<file path="src/rtl/uart_tx_fifo.sv">
// UART transmitter fed by a circular transmit FIFO; queued words leave back-to-back
// with a configurable frame (data width, optional parity, one or two stop bits).
module uart_tx_fifo #(
  parameter int CLK        = 50_000_000,
  parameter int BAUD       = 115_200,
  parameter int DATA_W     = 8,
  parameter int PARITY     = 0,
  parameter int STOP_BITS  = 1,
  parameter int FIFO_DEPTH = 8
) (
  input  logic                          clk,
  input  logic                          rst_n,
  input  logic [DATA_W-1:0]             data_in,
  input  logic                          flag_in,
  output logic                          fifo_full,
  output logic [$clog2(FIFO_DEPTH):0]   fifo_level,
  output logic                          overflow,
  output logic                          tx_busy,
  output logic                          UART_tx
);

  localparam int BAUD_CNT = CLK / BAUD;
  localparam int PTR_W    = $clog2(FIFO_DEPTH);
  localparam int LVL_W    = PTR_W + 1;
  localparam int CNT_W    = (BAUD_CNT > 2) ? $clog2(BAUD_CNT) : 1;

  localparam logic [CNT_W-1:0] BAUD_LAST = CNT_W'(BAUD_CNT - 1);
  localparam logic [CNT_W-1:0] CNT_ONE   = CNT_W'(1);
  localparam logic [CNT_W-1:0] CNT_ZERO  = CNT_W'(0);
  localparam logic [2:0]       DATA_LAST = 3'(DATA_W - 1);
  localparam logic [2:0]       STOP_LAST = 3'(STOP_BITS - 1);
  localparam logic [PTR_W-1:0] PTR_ONE   = PTR_W'(1);
  localparam logic [LVL_W-1:0] LVL_ONE   = LVL_W'(1);
  localparam logic [LVL_W-1:0] LVL_ZERO  = LVL_W'(0);
  localparam logic [LVL_W-1:0] LVL_FULL  = LVL_W'(FIFO_DEPTH);

  localparam logic [2:0] IDLE  = 3'd0;
  localparam logic [2:0] START = 3'd1;
  localparam logic [2:0] DATA  = 3'd2;
  localparam logic [2:0] PAR   = 3'd3;
  localparam logic [2:0] STOP  = 3'd4;

  function automatic logic calc_parity(input logic [DATA_W-1:0] word);
    if (PARITY == 1) begin
      calc_parity = ~(^word);
    end else begin
      calc_parity = ^word;
    end
  endfunction

  logic [DATA_W-1:0] mem_r [FIFO_DEPTH];
  logic [PTR_W-1:0]  wr_ptr_r, rd_ptr_r;
  logic [LVL_W-1:0]  level_r, level_nxt_s;
  logic              full_r, overflow_r;
  logic [2:0]        state_r, bit_cnt_r;
  logic [CNT_W-1:0]  baud_cnt_r;
  logic [DATA_W-1:0] shift_r, head_s;
  logic              par_r, tx_r, busy_r;
  logic              push_s, pop_s, nonempty_s, baud_last_s;

  assign push_s      = flag_in && !full_r;
  assign nonempty_s  = (level_r != LVL_ZERO);
  assign baud_last_s = (baud_cnt_r == BAUD_LAST);
  assign head_s      = mem_r[rd_ptr_r];

  assign fifo_full  = full_r;
  assign fifo_level = level_r;
  assign overflow   = overflow_r;
  assign tx_busy    = busy_r;
  assign UART_tx    = tx_r;

  // Pop on leaving IDLE or at the final stop-bit cycle, so queued frames abut.
  always_comb begin
    pop_s = 1'b0;
    case (state_r)
      IDLE:    pop_s = nonempty_s;
      STOP:    pop_s = baud_last_s && (bit_cnt_r == STOP_LAST) && nonempty_s;
      default: pop_s = 1'b0;
    endcase
  end

  // Next occupancy; a simultaneous push and pop leaves it unchanged.
  always_comb begin
    level_nxt_s = level_r;
    case ({push_s, pop_s})
      2'b10:   level_nxt_s = level_r + LVL_ONE;
      2'b01:   level_nxt_s = level_r - LVL_ONE;
      default: level_nxt_s = level_r;
    endcase
  end

  // FIFO storage write port.
  always_ff @(posedge clk) begin
    if (rst_n && push_s) begin
      mem_r[wr_ptr_r] <= data_in;
    end
  end

  // FIFO pointers, occupancy flags and drop reporting.
  always_ff @(posedge clk) begin
    if (!rst_n) begin
      wr_ptr_r   <= {PTR_W{1'b0}};
      rd_ptr_r   <= {PTR_W{1'b0}};
      level_r    <= LVL_ZERO;
      full_r     <= 1'b0;
      overflow_r <= 1'b0;
    end else begin
      if (push_s) wr_ptr_r <= wr_ptr_r + PTR_ONE;
      if (pop_s)  rd_ptr_r <= rd_ptr_r + PTR_ONE;
      level_r    <= level_nxt_s;
      full_r     <= (level_nxt_s == LVL_FULL);
      overflow_r <= flag_in && full_r;
    end
  end

  // Frame serialiser; the line register is updated on the same edge as the state.
  always_ff @(posedge clk) begin
    if (!rst_n) begin
      state_r    <= IDLE;
      baud_cnt_r <= CNT_ZERO;
      bit_cnt_r  <= 3'd0;
      shift_r    <= {DATA_W{1'b0}};
      par_r      <= 1'b0;
      tx_r       <= 1'b1;
      busy_r     <= 1'b0;
    end else begin
      case (state_r)
        IDLE: begin
          baud_cnt_r <= CNT_ZERO;
          bit_cnt_r  <= 3'd0;
          if (pop_s) begin
            state_r <= START;
            shift_r <= head_s;
            par_r   <= calc_parity(head_s);
            tx_r    <= 1'b0;
            busy_r  <= 1'b1;
          end else begin
            tx_r   <= 1'b1;
            busy_r <= 1'b0;
          end
        end
        START: begin
          if (baud_last_s) begin
            baud_cnt_r <= CNT_ZERO;
            bit_cnt_r  <= 3'd0;
            state_r    <= DATA;
            tx_r       <= shift_r[0];
            shift_r    <= {1'b0, shift_r[DATA_W-1:1]};
          end else begin
            baud_cnt_r <= baud_cnt_r + CNT_ONE;
          end
        end
        DATA: begin
          if (baud_last_s) begin
            baud_cnt_r <= CNT_ZERO;
            if (bit_cnt_r == DATA_LAST) begin
              bit_cnt_r <= 3'd0;
              if (PARITY != 0) begin
                state_r <= PAR;
                tx_r    <= par_r;
              end else begin
                state_r <= STOP;
                tx_r    <= 1'b1;
              end
            end else begin
              bit_cnt_r <= bit_cnt_r + 3'd1;
              tx_r      <= shift_r[0];
              shift_r   <= {1'b0, shift_r[DATA_W-1:1]};
            end
          end else begin
            baud_cnt_r <= baud_cnt_r + CNT_ONE;
          end
        end
        PAR: begin
          if (baud_last_s) begin
            baud_cnt_r <= CNT_ZERO;
            bit_cnt_r  <= 3'd0;
            state_r    <= STOP;
            tx_r       <= 1'b1;
          end else begin
            baud_cnt_r <= baud_cnt_r + CNT_ONE;
          end
        end
        STOP: begin
          if (baud_last_s) begin
            baud_cnt_r <= CNT_ZERO;
            if (bit_cnt_r == STOP_LAST) begin
              bit_cnt_r <= 3'd0;
              if (pop_s) begin
                state_r <= START;
                shift_r <= head_s;
                par_r   <= calc_parity(head_s);
                tx_r    <= 1'b0;
              end else begin
                state_r <= IDLE;
                tx_r    <= 1'b1;
                busy_r  <= 1'b0;
              end
            end else begin
              bit_cnt_r <= bit_cnt_r + 3'd1;
            end
          end else begin
            baud_cnt_r <= baud_cnt_r + CNT_ONE;
          end
        end
        default: begin
          state_r    <= IDLE;
          baud_cnt_r <= CNT_ZERO;
          bit_cnt_r  <= 3'd0;
          tx_r       <= 1'b1;
          busy_r     <= 1'b0;
        end
      endcase
    end
  end

endmodule

</file>
<file path="config.mk">
export PLATFORM = sky130hd
export DESIGN_NAME = uart_tx_fifo
export DESIGN_NICKNAME = d
export VERILOG_FILES = /design/src/rtl/uart_tx_fifo.sv
export SDC_FILE = /design/constraint.sdc
export NUM_CORES = 1
export LEC_CHECK = 0
export CAP_MARGIN = 10
export CORE_MARGIN = 4
export CORE_UTILIZATION = 52
export DETAILED_ROUTE_END_ITERATION = 6
export PLACE_DENSITY_LB_ADDON = 0.3
export SLEW_MARGIN = 5
export SYNTH_ARGS = -nofsm -noshare
export SYNTH_HDL_FRONTEND = slang
export SYNTH_SLANG_ARGS = --single-unit
</file>
<file path="constraint.sdc">
create_clock -name clk -period 2.6 [get_ports clk]
set_clock_uncertainty 0.15 [all_clocks]
set_input_delay 0.39 -clock clk [delete_from_list [all_inputs] [get_ports clk]]
set_output_delay 0.39 -clock clk [all_outputs]
set_load 0.01 [all_outputs]
</file>
==> results.cfg <==
[clock_tree]
cts.sinks = 104
root_buffer = clkbuf_8
cts-buffers-inserted = 9
clk_pin_slew_ns = 0.10
cts_hold_buf = 0
clockBufferDepth = 2
cts_tree = yes
cts_max_level = 3
clk-insertion-delay-late_ns = 0.37

[synthesis]
yosys.area_share.simple_pct = 13.82
synth.area.top_cells = edfxtp_1 42%, dfxtp_1 17%, mux2i_1 6.5%, ha_1 2.7%, a22oi_1 2.4%
yosys-mux-area-fraction_pct = 8.245
ys_warn_count = 0
synth_compound_area_share_pct = 9.578
synth-async-reset-ratio_pct = 0
ys_ff_latch = 104
synth_ff_type = edfxtp_1
synth_edf_count = 64
synth.top_cell.area_share_pct = 41.80
synth_cell_types = 51
synth_top_family_by_area = simple AND/OR/NAND/NOR gates
synth_xor_area_share_pct = 3.048
syn-cell-area_sq_um = 4598
syn_nets = 384
synth_fa_ha_area_share_pct = 2.721
netlist_instances = 363
ys_seq_area_share_pct = 59.21
yosysTopAreaCell = edfxtp_1
avgSynthCellArea_sq_um = 12.67

[layout]
syn2layout_area_growth_pct = 14.94
nets = 425
layoutNonFillerInstCount = 517
drive_gt1_share_pct = 17.36
diodes = 0

[routing]
wirelength_um = 8723
wire_per_inst_um = 16.87
vias_per_cell = 5.663
dr.pass1.iters = 4
drc_errors = 0
drtIter0Drc = 142
ant_nets = 0
vias = 2928

[worst_setup_path]
crit_path_cell_trace = inv_2 > ha_4 > nand4bb_4 > o31ai_4 > nand2_2 > inv_2 > ha_4 > xor2_2 > ha_2 > a21oi_2 > xor2_1 > nor2_1 > xnor2_1 > and3_1
cp-startpoint = baud_cnt_r[1]
critical_path_peak_fanout = 4
crit_path_start_kind = flop
r2r_start = baud_cnt_r[1]
critPathCaptureType = flop
ff2ff_setup_slack_ns = 0.09
worst_path_max_delay_cell = dfxtp_4
reg2regPathDepth = 14
rr_endpoint = fifo_full
cp_top_family = simple AND/OR/NAND/NOR gates
crit_required_ns = 2.72
cp.depth = 14
endpoint = fifo_full
crit_type = reg -> reg
cp_slowest_stage_delay_ns = 0.37
cp_num_buf_inv = 2
worstPathArrival_ns = 2.63

[timing]
fin_crit_ns = 2.506
relSlewSlack_pct = 56.77
maxSlewViolCount = 0
hold_viol = 0
tns_ns = 0
worst_pin_slew_ns = 0.6471
fmaxAchievable_mhz = 399.0
setup_viol = 0
finalCritPeriodShare_pct = 96.38
rsz0062_at_grt = yes
whs_ns = 0.3351

[global_route]
grtUsageTotal_pct = 17.68
grt_max_degree = 31
antenna_found_initial = 0
grt_pass1_wl_um = 14050
grt_pass1_vias = 2834
grt-ovfl-total = 0

[hold_path]
worstHoldPathType = reg -> reg

[flow_run]
maxCapViolCount = 0

[power_and_ir_drop]
peakVddDrop_mv = 0.7696
p_leak_nw = 1.873
p_per_area_nw_per_um2 = 952.0

[run_status]
status = complete, no violations

[floorplan]
io_pins = 19
row_count = 34
die_w_um = 102.0
core-area_sq_um = 8678
dieHeight_um = 102.0
dieArea_sq_um = 10410
start_util_pct = 52.98

[placement]
routabilityCongestion = 0.7681
port_buffers = 18
dp.cells = 499
dp_hpwl_um = 5971
[final cells by class]
type	count	area, sq um
inverters	15	56.30
well taps	108	135.1
flip-flops and latches	104	2730
multi-input cells	226	1762
clock inverters	7	60.06
repair buffers	48	417.9
fillers	717	3393
clock buffers	9	123.9
[Yosys cell counts, types with 2 or more instances]
library cell,count
o31a_1,3
a21oi_1,6
inv_1,15
dfxtp_1,40
xor2_1,9
and2_1,7
buf_2,4
nand2b_1,7
a22oi_1,15
xnor2_1,7
and3_1,4
clkbuf_1,8
nand4_1,4
nor2_1,24
nand2_1,18
edfxtp_1,64
o221a_1,7
o21ai_0,4
buf_4,5
o2111ai_1,2
ha_1,10
nor2b_1,8
a21boi_0,5
nor3_1,10
nand3_1,19
mux2_2,3
mux4_2,2
mux2i_1,30
[registers in the layout (all words and copies together) (netlist names), 3 cells and up, named ones only]
| register | count |
|---|---|
| baud_cnt_r | 9 |
| bit_cnt_r | 3 |
| fifo_level | 4 |
| mem_r | 64 |
| rd_ptr_r | 3 |
| shift_r | 8 |
| state_r | 3 |
| wr_ptr_r | 3 |
[metal layers]
metal	part of all wire, %	global-route usage (%)
met1	45	24.33
met2	49	28.19
met3	4.9	4.369
met4	1.3	4.844
met5	0	0
[how the worst min path moves through the flow]
| stage | startpoint | end | slack, ns | depth (start not counted) |
|---|---|---|---|---|
| global route | baud_cnt_r[0] | baud_cnt_r[0] | 0.35 | 1 |
| detailed placement | baud_cnt_r[0] | baud_cnt_r[0] | 0.31 | 1 |
| global placement | baud_cnt_r[0] | baud_cnt_r[0] | 0.31 | 1 |
| CTS | baud_cnt_r[0] | baud_cnt_r[0] | 0.33 | 1 |
| finish | baud_cnt_r[0] | baud_cnt_r[0] | 0.34 | 1 |
| floorplan | baud_cnt_r[0] | baud_cnt_r[0] | 0.29 | 1 |
[stage by stage]
stage | area [sq um] | utilization (%) | setup WS [ns] | power (W)
6_report | 5285 | 60.90 | 0.09401 | 0.005032
5_1_grt | 5285 | 60.90 | -0.07622 | 0.005382
4_1_cts | 5228 | 60.24 | 0.03303 | 0.005016
3_5_place_dp | 5044 | 58.12 | 0.0007261 | 0.004067
3_3_place_gp | 5044 | 58.12 | 0.07547 | 0.004013
2_1_floorplan | 4614 | - | 0.003684 | 0.003556
[timing repair]
action	in CTS	in global routing
buffers inserted	0	2
endpoints found under the setup margin	0	2
gates resized for setup	0	11
[layout by cell type, fill, tap and decap left out, types with 2 or more instances in the layout]
cell type,instances
edfxtp_1,64
dfxtp_1,38
mux2i_1,30
buf_4,29
nor2_1,24
nand3_1,19
clkdlybuf4s50_1,18
nand2_1,17
a22oi_1,15
inv_1,13
nor3_1,10
clkbuf_8,9
nor2b_1,8
xor2_1,8
nand2b_1,7
xnor2_1,7
and2_1,7
o221a_1,7
ha_1,7
a21boi_0,5
a21oi_1,5
and3_1,4
nand4_1,4
o21ai_0,4
mux2_2,3
o31a_1,3
inv_2,2
mux4_2,2
o2111ai_1,2
ha_4,2
dfxtp_4,2
inv_6,2
inv_8,2
[cells by family after synthesis]
logic type | after synthesis
buffers and inverters | 33
DFF | 104
AOI/OAI and AO/OA | 52
and+or+nand+nor | 113
muxes | 35
adders and majority gates | 10
xor gates and xnor gates | 16
[report_power, final]
part / leakage, nW / total [W] / internal (W) / switching [W]
Clock: 0.0917 / 0.000950 / 0.000367 / 0.000583
Sequential: 0.906 / 0.00206 / 0.00192 / 0.000136
Combinational: 0.875 / 0.00202 / 0.000955 / 0.00107
Total: 1.87 / 0.00503 / 0.00324 / 0.00179
No activity file was read; power rests on OpenSTA's default activity.
